$ cat src/rtl/mem_sequencer_if.sv
// Shared single-port memory bus between the fetch/execute sequencer (master)
// and the memory slave.
interface mem_sequencer_if;
  logic [31:0] bus_addr;
  logic        bus_read;
  logic        bus_write;
  logic [3:0]  bus_sel;
  logic [31:0] bus_wdata;
  logic [31:0] bus_rdata;
  logic        bus_busy;

  modport master (
    output bus_addr, bus_read, bus_write, bus_sel, bus_wdata,
    input  bus_rdata, bus_busy
  );

  modport slave (
    input  bus_addr, bus_read, bus_write, bus_sel, bus_wdata,
    output bus_rdata, bus_busy
  );
endinterface

$ cat src/rtl/mem_sequencer.sv
// Fetch/execute sequencer and single-port memory controller: alternates
// instruction fetch and data load/store on one bus and pulses pc_enable once per instruction.
module mem_sequencer #(
  parameter logic [31:0] NOP_INSTR = 32'h0000_0013
) (
  input  logic        hz100,
  input  logic        reset,
  input  logic        enable,
  input  logic [31:0] pc,
  output logic [31:0] instruction,
  output logic        pc_enable,
  input  logic        d_read,
  input  logic        d_write,
  input  logic [31:0] d_addr,
  input  logic [31:0] d_wdata,
  input  logic [1:0]  d_width,
  input  logic        d_unsigned,
  output logic [31:0] load,
  output logic        d_err,
  mem_sequencer_if.master bus
);

  localparam int unsigned XLEN = 32;
  localparam logic [1:0] WIDTH_BYTE = 2'b00;
  localparam logic [1:0] WIDTH_HALF = 2'b01;
  localparam logic [1:0] WIDTH_WORD = 2'b10;

  typedef enum logic [2:0] {
    S_IDLE,
    S_FETCH,
    S_EXEC,
    S_DATA,
    S_RETIRE
  } state_t;

  state_t            r_state;
  state_t            w_next;
  logic [XLEN-1:0]   r_instr;
  logic [XLEN-1:0]   r_load;
  logic              r_err;
  logic              r_pc_enable;
  logic              r_d_err;
  logic              r_rd;
  logic              r_wr;
  logic [XLEN-1:0]   r_addr;
  logic [XLEN-1:0]   r_wdata;
  logic [1:0]        r_width;
  logic              r_unsigned;

  logic              w_err_next;
  logic              w_req_err;
  logic              w_done;
  logic              w_bus_read;
  logic              w_bus_write;
  logic [XLEN-1:0]   w_bus_addr;
  logic [3:0]        w_bus_sel;
  logic [XLEN-1:0]   w_bus_wdata;
  logic [3:0]        w_lane_sel;
  logic [XLEN-1:0]   w_lane_wdata;
  logic [XLEN-1:0]   w_lane;
  logic [XLEN-1:0]   w_load_ext;
  logic              w_unused_pc;

  assign w_unused_pc = ^pc[1:0];

  // Rejected data requests: conflicting strobes, illegal width or misalignment
  assign w_req_err = (d_read | d_write) &&
                     ((d_read && d_write) ||
                      (d_width == 2'b11) ||
                      (d_width == WIDTH_HALF && d_addr[0]) ||
                      (d_width == WIDTH_WORD && d_addr[1:0] != 2'b00));

  // Byte-lane steering for the sampled data request
  always_comb begin
    w_lane_sel   = 4'b1111;
    w_lane_wdata = r_wdata;
    case (r_width)
      WIDTH_BYTE: begin
        w_lane_sel   = 4'b0001 << r_addr[1:0];
        w_lane_wdata = {4{r_wdata[7:0]}};
      end
      WIDTH_HALF: begin
        w_lane_sel   = 4'b0011 << r_addr[1:0];
        w_lane_wdata = {2{r_wdata[15:0]}};
      end
      default: begin
        w_lane_sel   = 4'b1111;
        w_lane_wdata = r_wdata;
      end
    endcase
  end

  // Load lane select and sign/zero extension
  always_comb begin
    w_lane     = bus.bus_rdata >> {r_addr[1:0], 3'b000};
    w_load_ext = bus.bus_rdata;
    case (r_width)
      WIDTH_BYTE: w_load_ext = r_unsigned ? {24'h0, w_lane[7:0]}
                                          : {{24{w_lane[7]}}, w_lane[7:0]};
      WIDTH_HALF: w_load_ext = r_unsigned ? {16'h0, w_lane[15:0]}
                                          : {{16{w_lane[15]}}, w_lane[15:0]};
      default:    w_load_ext = bus.bus_rdata;
    endcase
  end

  // Next-state and bus decode; bus outputs derive only from registered state
  always_comb begin
    w_next      = r_state;
    w_err_next  = r_err;
    w_done      = 1'b0;
    w_bus_read  = 1'b0;
    w_bus_write = 1'b0;
    w_bus_addr  = '0;
    w_bus_sel   = '0;
    w_bus_wdata = '0;
    case (r_state)
      S_IDLE: begin
        if (enable) w_next = S_FETCH;
      end
      S_FETCH: begin
        w_bus_read = 1'b1;
        w_bus_addr = {pc[31:2], 2'b00};
        w_bus_sel  = 4'b1111;
        w_done     = !bus.bus_busy;
        if (w_done) w_next = S_EXEC;
      end
      S_EXEC: begin
        w_err_next = w_req_err;
        if (w_req_err)               w_next = S_RETIRE;
        else if (d_read || d_write)  w_next = S_DATA;
        else                         w_next = S_RETIRE;
      end
      S_DATA: begin
        w_bus_read  = r_rd;
        w_bus_write = r_wr;
        w_bus_addr  = {r_addr[31:2], 2'b00};
        w_bus_sel   = w_lane_sel;
        w_bus_wdata = r_wr ? w_lane_wdata : '0;
        w_done      = !bus.bus_busy;
        if (w_done) w_next = S_RETIRE;
      end
      S_RETIRE: begin
        w_err_next = 1'b0;
        w_next     = enable ? S_FETCH : S_IDLE;
      end
      default: begin
        w_next = S_IDLE;
      end
    endcase
  end

  always_ff @(posedge hz100) begin
    if (reset) begin
      r_state     <= S_IDLE;
      r_instr     <= NOP_INSTR;
      r_load      <= '0;
      r_err       <= 1'b0;
      r_pc_enable <= 1'b0;
      r_d_err     <= 1'b0;
      r_rd        <= 1'b0;
      r_wr        <= 1'b0;
      r_addr      <= '0;
      r_wdata     <= '0;
      r_width     <= '0;
      r_unsigned  <= 1'b0;
    end else begin
      r_state     <= w_next;
      r_err       <= w_err_next;
      r_pc_enable <= (w_next == S_RETIRE);
      r_d_err     <= (w_next == S_RETIRE) && w_err_next;
      if (r_state == S_FETCH && w_done) r_instr <= bus.bus_rdata;
      if (r_state == S_EXEC) begin
        r_rd       <= d_read;
        r_wr       <= d_write;
        r_addr     <= d_addr;
        r_wdata    <= d_wdata;
        r_width    <= d_width;
        r_unsigned <= d_unsigned;
      end
      if (r_state == S_DATA && w_done && r_rd) r_load <= w_load_ext;
    end
  end

  assign instruction   = r_instr;
  assign load          = r_load;
  assign pc_enable     = r_pc_enable;
  assign d_err         = r_d_err;
  assign bus.bus_read  = w_bus_read;
  assign bus.bus_write = w_bus_write;
  assign bus.bus_addr  = w_bus_addr;
  assign bus.bus_sel   = w_bus_sel;
  assign bus.bus_wdata = w_bus_wdata;

endmodule

$ cat src/flat_wrapper.sv
// flat-port wrapper written by rule: the top's interface ports become plain ports
module mem_sequencer_flat 
#(
  parameter logic [31:0] NOP_INSTR = 32'h0000_0013
)
  (hz100, reset, enable, pc, instruction, pc_enable, d_read, d_write, d_addr, d_wdata, d_width, d_unsigned, load, d_err, bus_bus_addr, bus_bus_read, bus_bus_write, bus_bus_sel, bus_bus_wdata, bus_bus_rdata, bus_bus_busy);
  mem_sequencer_if bus_i ();
  input  logic hz100;
  input  logic reset;
  input  logic enable;
  input  logic [31:0] pc;
  output logic [31:0] instruction;
  output logic pc_enable;
  input  logic d_read;
  input  logic d_write;
  input  logic [31:0] d_addr;
  input  logic [31:0] d_wdata;
  input  logic [1:0] d_width;
  input  logic d_unsigned;
  output logic [31:0] load;
  output logic d_err;
  output wire logic [$bits(bus_i.bus_addr)-1:0] bus_bus_addr;
  output wire logic [$bits(bus_i.bus_read)-1:0] bus_bus_read;
  output wire logic [$bits(bus_i.bus_write)-1:0] bus_bus_write;
  output wire logic [$bits(bus_i.bus_sel)-1:0] bus_bus_sel;
  output wire logic [$bits(bus_i.bus_wdata)-1:0] bus_bus_wdata;
  input wire logic [$bits(bus_i.bus_rdata)-1:0] bus_bus_rdata;
  input wire logic [$bits(bus_i.bus_busy)-1:0] bus_bus_busy;
  assign bus_bus_addr = bus_i.bus_addr;
  assign bus_bus_read = bus_i.bus_read;
  assign bus_bus_write = bus_i.bus_write;
  assign bus_bus_sel = bus_i.bus_sel;
  assign bus_bus_wdata = bus_i.bus_wdata;
  assign bus_i.bus_rdata = bus_bus_rdata;
  assign bus_i.bus_busy = bus_bus_busy;
  mem_sequencer #(.NOP_INSTR(NOP_INSTR)) u_core (.hz100(hz100), .reset(reset), .enable(enable), .pc(pc), .instruction(instruction), .pc_enable(pc_enable), .d_read(d_read), .d_write(d_write), .d_addr(d_addr), .d_wdata(d_wdata), .d_width(d_width), .d_unsigned(d_unsigned), .load(load), .d_err(d_err), .bus(bus_i));
endmodule
$ cat config.mk
export PLATFORM = sky130hd
export DESIGN_NAME = mem_sequencer_flat
export DESIGN_NICKNAME = d
export VERILOG_FILES = /design/src/rtl/mem_sequencer_if.sv /design/src/rtl/mem_sequencer.sv /design/src/flat_wrapper.sv
export SDC_FILE = /design/constraint.sdc
export NUM_CORES = 1
export LEC_CHECK = 0
export BUFFER_PORTS_ARGS = -buffer_cell sky130_fd_sc_hd__buf_2
export CAP_MARGIN = 25
export CORE_MARGIN = 10
export CORE_UTILIZATION = 48
export DETAILED_ROUTE_END_ITERATION = 8
export GPL_ROUTABILITY_DRIVEN = 1
export PLACE_DENSITY = 0.79
export SLEW_MARGIN = 10
export SYNTH_ARGS = -nofsm -noshare
export SYNTH_HDL_FRONTEND = slang
export SYNTH_SLANG_ARGS = --single-unit
$ cat constraint.sdc
create_clock -name hz100 -period 2.74 [get_ports hz100]
set_clock_uncertainty 0.05 [all_clocks]
set_input_delay 0.274 -clock hz100 [delete_from_list [all_inputs] [get_ports hz100]]
set_output_delay 0.274 -clock hz100 [all_outputs]
set_load 0.01 [all_outputs]
* Word-level counts from Yosys, hierarchy flattened *
Index checks and enable logic that the tools add are counted.
Widths: inputs -> output; s select.

storage, ports and cells
  flip-flop bits (word level) = 139
  ROM bits = 0
  bits in latches = 0
  RAM bits = 0
  input bits = 137
  output and inout port bits = 136
  word-level logic and storage cells = 62
  memories = 0

cells by class
  multiplexer cells = 20
  bitwise operators = 1
  magnitude comparators = 0
  equality and inequality tests = 9
  shifts and indexed selects = 3
  divide/modulo/power cells = 0
  reduce and logical (&&, ||, !) cells = 17
  add/sub/neg operators = 0
  multipliers = 0

operator list
  operator             number
  $pmux 32 s2          3
  $mux 32              4
  $shr 32x5->16        1
  $pmux 4 s2           2
  $mux 3               5
  $pmux 3 s5           1
  $logic_and 1x1->1    8
  $eq 3x2->1 const B   2
  $eq 3x3->1 const B   2
  $eq 2x1->1 const B   2
  $eq 2x2->1 const B   2
  $logic_or 1x1->1     4
  $pmux 1 s2           2
  $shl 1x2->4 const A  1
  $shl 2x2->4 const A  1
  $eq 3x1->1 const B   1
  $logic_not 3->1      1
  $mux 1               3
  $logic_not 2->1      1
  $reduce_bool 2->1    1
  $reduce_or 2->1      1
  $logic_not 1->1      1
  $or 1x1->1           1

* Longest topological paths before layout *
Gate-level depths: netlist of run 1.

  depth after elaboration = 9
  gate-level depth with buffers = 8
  mapped depth without buffers = 5

* Worst setup path after synthesis of run 1 *
No wires, ideal clock.

  path type = reg-to-reg
  start = register u_core.r_addr[1]
  end = register u_core.r_load[21], in the netlist u_core.load[21]
  setup time = 0.134 ns
  path slack = 0.832 ns
  data required time = 2.556 ns
  path buffers = 2
  cell stages (with the launch flop) = 7
  arrival = 1.724 ns
  period minus slack after synthesis = 1.908 ns
  cells stage by stage = dfxtp_1 -> buf_6 -> mux4_2 -> nor4b_4 -> a2111oi_4 -> buf_6 -> a211oi_1

on the way
  longest elaborated chain between the ends = 3
  elaborated cells on any way between the ends = 4
  those cells by class = shift: 1; mux: 3

RTL lines
  what                               line                                       text
  start: declaration                 mem_sequencer.sv:45                        logic [XLEN-1:0] r_addr;
  start signal: assignment           mem_sequencer.sv:175                       r_addr <= d_addr;
  $shr 32x5->16 *                    mem_sequencer.sv:95                        w_lane = bus.bus_rdata >> {r_addr[1:0], 3'b000};
  $mux 32, on equally long branches  mem_sequencer.sv:100, mem_sequencer.sv:98
  $pmux 32 s2 *                      mem_sequencer.sv:97                        case (r_width)
  end signal: assignment             mem_sequencer.sv:180                       if (r_state == S_DATA && w_done && r_rd) r_load <= w_load_ext;
  end: declaration                   mem_sequencer.sv:39                        logic [XLEN-1:0] r_load;

Mark *: on every way between the ends. The rest lies on a longest branch, timed or not.
A chain may end at the register's enable or synchronous reset.

* Worst setup path after layout of run 1 *
  start = register u_core.r_state[0]
  end = output port bus_bus_wdata[5]

on the way
  longest elaborated chain between the ends = 2

RTL lines
  what                      line                  text
  start: declaration        mem_sequencer.sv:36   state_t r_state;
  start signal: assignment  mem_sequencer.sv:167  r_state <= w_next;
  $eq 3x2->1                mem_sequencer.sv:116  case (r_state)
  $mux 32                   mem_sequencer.sv:116
  end: declaration          flat_wrapper.sv:26    output wire logic [$bits(bus_i.bus_wdata)-1:0] bus_bus_wdata;

No other way between the ends.

==> flow_summary.toml, run 1 <==
[run_status]
status = "finished clean"

[yosys]
synthTopCellsByArea = "dfxtp_1, nand2_1, a21oi_1"
synthDistinctLibCells = 46
synth_xor_area_share_pct = 0.4086
synth_top_area_share_pct = 43.28
synth.mux.area_fraction_pct = 9.321
syn_inst = 841
yosysSeqAreaShare_pct = 43.28
synth-edff-count = 0
syn_area_um2 = 6430
ys_async_sr_fraction_pct = 0
yosysTopAreaCell = "dfxtp_1"
synthAdderAreaFrac_pct = 0
yosys.area_share.simple_pct = 23.49
ys.flop_type = "dfxtp_1"
yosys_warnings = 0
ys_ff_latch = 139
synth_top_family_by_area = "simple AND/OR/NAND/NOR gates"
synth_compound_area_share_pct = 18.58
synth.avg_cell_area_um2 = 7.646

[sta]
layout_min_cycle_time_ns = 2.539
setup_viol = 0
min_period_over_period_pct = 92.68
hold_slack_ns = 0.04025
fin_setup_tns_ns = 0
max_slew_margin_pct = 42.46
finalMaxSlewViolations = 0
setup_ws_ns = 0.2007
fmax_mhz = 393.8
tightestPinTransition_ns = 0.8599
rsz0062_at_grt = "no"
hold_viol_final = 0

[critical_path]
timing.critical_path.from_type = "flip-flop"
arrival_ns = 2.22
startpoint = "u_core.r_state[0]$_SDFF_PP0_"
worstSetupPathType = "flip-flop to output pin"
worstReg2RegEnd = "u_core.load[30]$_SDFFE_PP0P_"
rr_worst_depth = 5
worstPathRequired_ns = 2.42
critPathCaptureType = "output pin"
worstReg2RegStart = "u_core.r_width[0]$_SDFFE_PP0N_"
worstPathMaxFanout = 9
r2r_slack_ns = 0.65
endpoint = "bus_bus_wdata[5]"

[drt]
viasPerCell = 5.249
dr.pass1.iters = 7
drc = 0
antenna_left = 0
drt_wl_total_um = 22030
wl_per_cell_um = 17.36
num_vias = 6661
drt_iter0_drc = 486

[power_and_ir_drop]
p_per_area_nw_per_um2 = 581.2
ir_worst_vdd_mv = 0.3883
p_leak_uw = 0.003538
finalPower_uw = 4929

[layout]
drive_above_1_share_pct = 29.49
area_growth_pct = 31.89
fill_cells = 1210
final_nets = 1216

[clock_tree]
clock_path_buffers = 2
cts_tree = "done"
htreeDepth = 4
ctsHoldBuffers = 0
path_clk_slew_ns = 0.06
cts.sinks = 139
cts_setup_buffers = 0
cts_made_buffers = 17
clk-insertion-delay-late_ns = 0.41
ctsResizeCount = 0
root_buffer = "clkbuf_16"

[floorplan]
rows = 42
io-pin-count = 273
start_util_pct = 48.75
die-height_um = 135.7
core_area_um2 = 13190
fp.dieArea_um2 = 18430
die_w_um = 135.7

[placement]
dp_slack_ns = 0.6283
io_buffers = 268
gp_congestion = 0.8772
dp_hpwl_um = 16080

[global_route]
grt_pass1_vias = 6442
grt_pass1_wl_um = 34370
overflow = 0
grt_max_degree = 77
gr-usage-all-layers_pct = 23.23
grt_antenna_before_repair = 2

[job]
max-cap-violations = 0

[hold_path]
hold_class = "input pin to flip-flop"
==> how the worst min path moves through the flow <==
stage / start / end / slack (ns) / cells after the start
after floorplan: bus_bus_busy / u_core.r_state[2]$_SDFF_PP0_ / 0.34 / 1
after global placement: u_core.load[1]$_SDFFE_PP0P_ / u_core.load[1]$_SDFFE_PP0P_ / 0.39 / 2
after detailed placement: u_core.load[3]$_SDFFE_PP0P_ / u_core.load[3]$_SDFFE_PP0P_ / 0.39 / 2
after CTS: d_addr[8] / u_core.r_addr[8]$_SDFFE_PP0N_ / 0.03 / 3
after global routing: d_wdata[30] / u_core.r_wdata[30]$_SDFFE_PP0N_ / 0.02 / 3
final: d_wdata[21] / u_core.r_wdata[21]$_SDFFE_PP0N_ / 0.04 / 3
==> registers in the layout, indices dropped and copies added, names as in the netlist <==
name                flops
u_core.r_width          2
u_core.pc_enable        1
u_core.r_unsigned       1
u_core.d_err            1
u_core.load            32
u_core.r_addr          32
u_core.r_err            1
u_core.r_rd             1
u_core.r_state          3
u_core.r_wdata         32
u_core.instruction     32
u_core.r_wr             1
==> routing by layer <==
metal | vias to the layer above | global-route usage [%] | share of wire [%]
li1 | 3309 | - | -
met1 | 3041 | 27.63 | 41
met2 | 273 | 37.01 | 47
met3 | 34 | 9.978 | 11
met4 | 4 | 7.297 | 1.9
met5 | - | 0 | 0.11
==> stage by stage <==
step                      utilization (%)  area [um^2]  instances
after floorplan                         -         6434        842
after global placement              59.81         7889       1236
after detailed placement            59.81         7889       1236
after global routing                64.28         8478       1268
final                               64.30         8481       1269
after CTS                           64.28         8478       1268
==> critical path, cell delays in order (launching register included) <==
cell and delay, ns:
dfxtp_1 0.52, inv_1 0.16, nor2_1 0.16, nand3_1 0.35
inv_1 0.33, and2_1 0.17, buf_2 0.13
==> synth_stat cells (2+ instances only) <==
cell	number
a2bb2oi_1	6
dfxtp_1	139
xor2_1	2
clkbuf_1	50
nand2b_1	10
a21boi_0	2
buf_1	5
nand3_1	3
nand2_1	245
nor2b_1	4
o221ai_1	7
and2_1	9
buf_6	2
inv_1	5
nand3b_1	5
a32o_1	5
a22o_1	2
o21ai_0	8
a2111oi_0	2
a22oi_1	4
nor3_1	3
nor2_1	80
a21oi_1	137
mux2i_1	55
a32oi_1	2
buf_4	2
buf_2	10
a211oi_1	18
a31oi_1	2
==> kinds of logic after synthesis <==
logic type | count (synthesis)
flip-flops | 139
multiplexers | 57
AO/OA/AOI/OAI | 200
buffers and inverters | 74
XOR/XNOR | 3
AND/OR/NAND/NOR | 367
other | 1
==> cells in the final DEF (no fill, tap or decap), drive strengths merged, types with 3 or more instances in the layout <==
cell type  Yosys  routed
a2111oi        3       3
a211oi        18      18
a21oi        137     137
a22oi          4       4
a2bb2oi        6       6
a32o           5       5
and2           9       9
buf           19     287
bufinv         0       3
clkbuf        50      25
clkinv         0       4
dfxtp        139     139
inv            5       5
mux2i         55      55
nand2        245     245
nand2b        10      10
nand3          3       3
nand3b         5       5
nor2          80      80
nor2b          4       4
nor3           3       3
o21ai          8       8
o221ai         7       7
==> cell type report <==
cell class                 instances  area, um^2  area share (%)
clock buffer                      25       475.5           5.606
inverter                           5       18.77          0.2213
timing repair buffer             287        1511           17.82
tap                              176       220.2           2.597
multi-input combinational        629        3353           39.54
sequential                       139        2785           32.84
clock inverter                     7       113.9           1.343
antenna                            1       2.502         0.02951
==> report_power, final <==
part,leakage (uW),total [uW],internal (uW),switching (uW)
combinational,0.00212,518,212,306
sequential,0.00112,2110,2070,35.5
clock,0.000289,2300,1480,826
Note: power is estimated with default switching activity, not from simulation.
==> run 2, diff against run 1 <==
Settings changed: CORE_UTILIZATION 48 to 45, PLACE_DENSITY 0.79 to 0.75, SETUP_SLACK_MARGIN set to 0.3.
==> flow_summary.toml, run 2 (synthesis results as in run 1) <==
[run_status]
status = "finished clean"

[sta]
layout_min_cycle_time_ns = 2.256
rsz0062_at_grt = "no"
fin_setup_tns_ns = 0
min_period_over_period_pct = 82.33
fmax_mhz = 443.3
finalMaxSlewViolations = 0
hold_viol_final = 0
max_slew_margin_pct = 47.66
setup_viol = 0
tightestPinTransition_ns = 0.7745

[floorplan]
rows = 43
start_util_pct = 46.14
die_w_um = 139.5
core_area_um2 = 13930
fp.dieArea_um2 = 19470
io-pin-count = 273
die-height_um = 139.5

[power_and_ir_drop]
ir_worst_vdd_mv = 0.4118
p_leak_uw = 0.003531
p_per_area_nw_per_um2 = 569.2

[critical_path]
worstReg2RegEnd = "u_core.load[30]$_SDFFE_PP0P_"
worstPathMaxFanout = 13
worstReg2RegStart = "u_core.r_width[1]$_SDFFE_PP0N_"
worstPathRequired_ns = 2.42
rr_worst_depth = 5
critPathCaptureType = "output pin"
worstSetupPathType = "flip-flop to output pin"
r2r_slack_ns = 0.67
arrival_ns = 1.93
timing.critical_path.from_type = "flip-flop"

[drt]
drt_wl_total_um = 21930
viasPerCell = 5.257
drt_iter0_drc = 353
wl_per_cell_um = 17.22
num_vias = 6697
drc = 0
antenna_left = 0
dr.pass1.iters = 5

[layout]
mostFrequentLayoutCells = "buf_2, nand2_1, a21oi_1, dfxtp_1, nor2_1"
drive_above_1_share_pct = 29.97
multi_input_area_um2 = 3356
area_growth_pct = 32.07
final-seq-area_um2 = 2786
final_common_cell = "buf_2"
final_nets = 1217
fin_cells = 1274
fill_cells = 1323

[placement]
gp_congestion = 0.8702
placed_cells = 1241
dp_hpwl_um = 16390
io_buffers = 268

[hold_path]
holdPathStages = 3
min_from = "d_wdata[19]"
hold_class = "input pin to flip-flop"
whs_endpoint = "u_core.r_wdata[19]$_SDFFE_PP0N_"

[global_route]
grt_max_degree = 52
grt_antenna_before_repair = 3
grt_pass1_vias = 6472
grt_pass1_wl_um = 34340
overflow = 0
gr-usage-all-layers_pct = 21.48

[clock_tree]
root_buffer = "clkbuf_16"
cts.sinks = 139
cts_tree = "done"
htreeDepth = 4
cts_made_buffers = 17
path_clk_slew_ns = 0.06
clock_path_buffers = 2
clk-insertion-delay-late_ns = 0.41

[job]
max-cap-violations = 0
[run 2: worst max path at each step]
stage / slack (ns) / endpoint / from
6_report: 0.48 / bus_bus_wdata[15] / u_core.r_state[0]$_SDFF_PP0_
5_1_grt: 0.34 / bus_bus_wdata[11] / u_core.r_state[0]$_SDFF_PP0_
3_3_place_gp: 0.60 / u_core.instruction[11]$_SDFFE_PP0P_ / u_core.r_state[1]$_SDFF_PP0_
4_1_cts: 0.34 / bus_bus_wdata[0] / u_core.r_state[0]$_SDFF_PP0_
3_5_place_dp: 0.70 / u_core.load[22]$_SDFFE_PP0P_ / u_core.r_addr[1]$_SDFFE_PP0N_
2_1_floorplan: 0.83 / u_core.load[21]$_SDFFE_PP0P_ / u_core.r_addr[1]$_SDFFE_PP0N_
[run 2: what timing repair did]
| action | CTS | global route |
|---|---|---|
| setup endpoints to repair | 0 | 22 |
| setup buffers | 0 | 0 |
| hold buffers | 0 | 0 |
| resized for setup | 0 | 3 |
[run 2: layout make-up]
class,instances,share of cell area (%)
sequential,139,32.81
tap,180,2.652
multi-input combinational,629,39.52
clock buffer,22,5.466
timing repair buffer,288,18.12
antenna,3,0.08840
inverter,5,0.2210
clock inverter,8,1.120
[run 2: report_power, final]
group          internal (uW)  switching (uW)  leakage [uW]
Clock                   1370             836      0.000272
Sequential              2070            33.8       0.00113
Combinational            217             306       0.00213
[run 2: per-stage QoR]
| stage | setup slack [ns] | power, uW | area, um^2 | hold WS (ns) | util, % |
|---|---|---|---|---|---|
| floorplan | 0.8322 | 2425 | 6434 | 0.3410 | - |
| global route | 0.3398 | 5019 | 8487 | 0.02626 | 60.91 |
| detailed placement | 0.6984 | 2674 | 7921 | 0.3930 | 56.85 |
| finish | 0.4842 | 4834 | 8492 | 0.03759 | 60.94 |
| global placement | 0.6025 | 2662 | 7894 | 0.3886 | 56.65 |
| CTS | 0.3365 | 4866 | 8481 | 0.02165 | 60.86 |
[run 2: worst max-delay path, cell delays in order, from the launching register on]
cell and delay (ns):
dfxtp_2 0.41, inv_1 0.11, nor2_1 0.15, nand3_1 0.25, buf_4 0.28, a21oi_1 0.15, buf_2 0.16
[run 2: metal layers]
| metal | up-vias | routed length [um] | GRT usage [%] |
|---|---|---|---|
| met1 | 3060 | 8912 | 24.90 |
| met3 | 31 | 2395 | 10.38 |
| met2 | 295 | 10210 | 34.36 |
| met4 | 2 | 396 | 6.359 |
| met5 | - | 13 | 0 |
| li1 | 3309 | - | - |
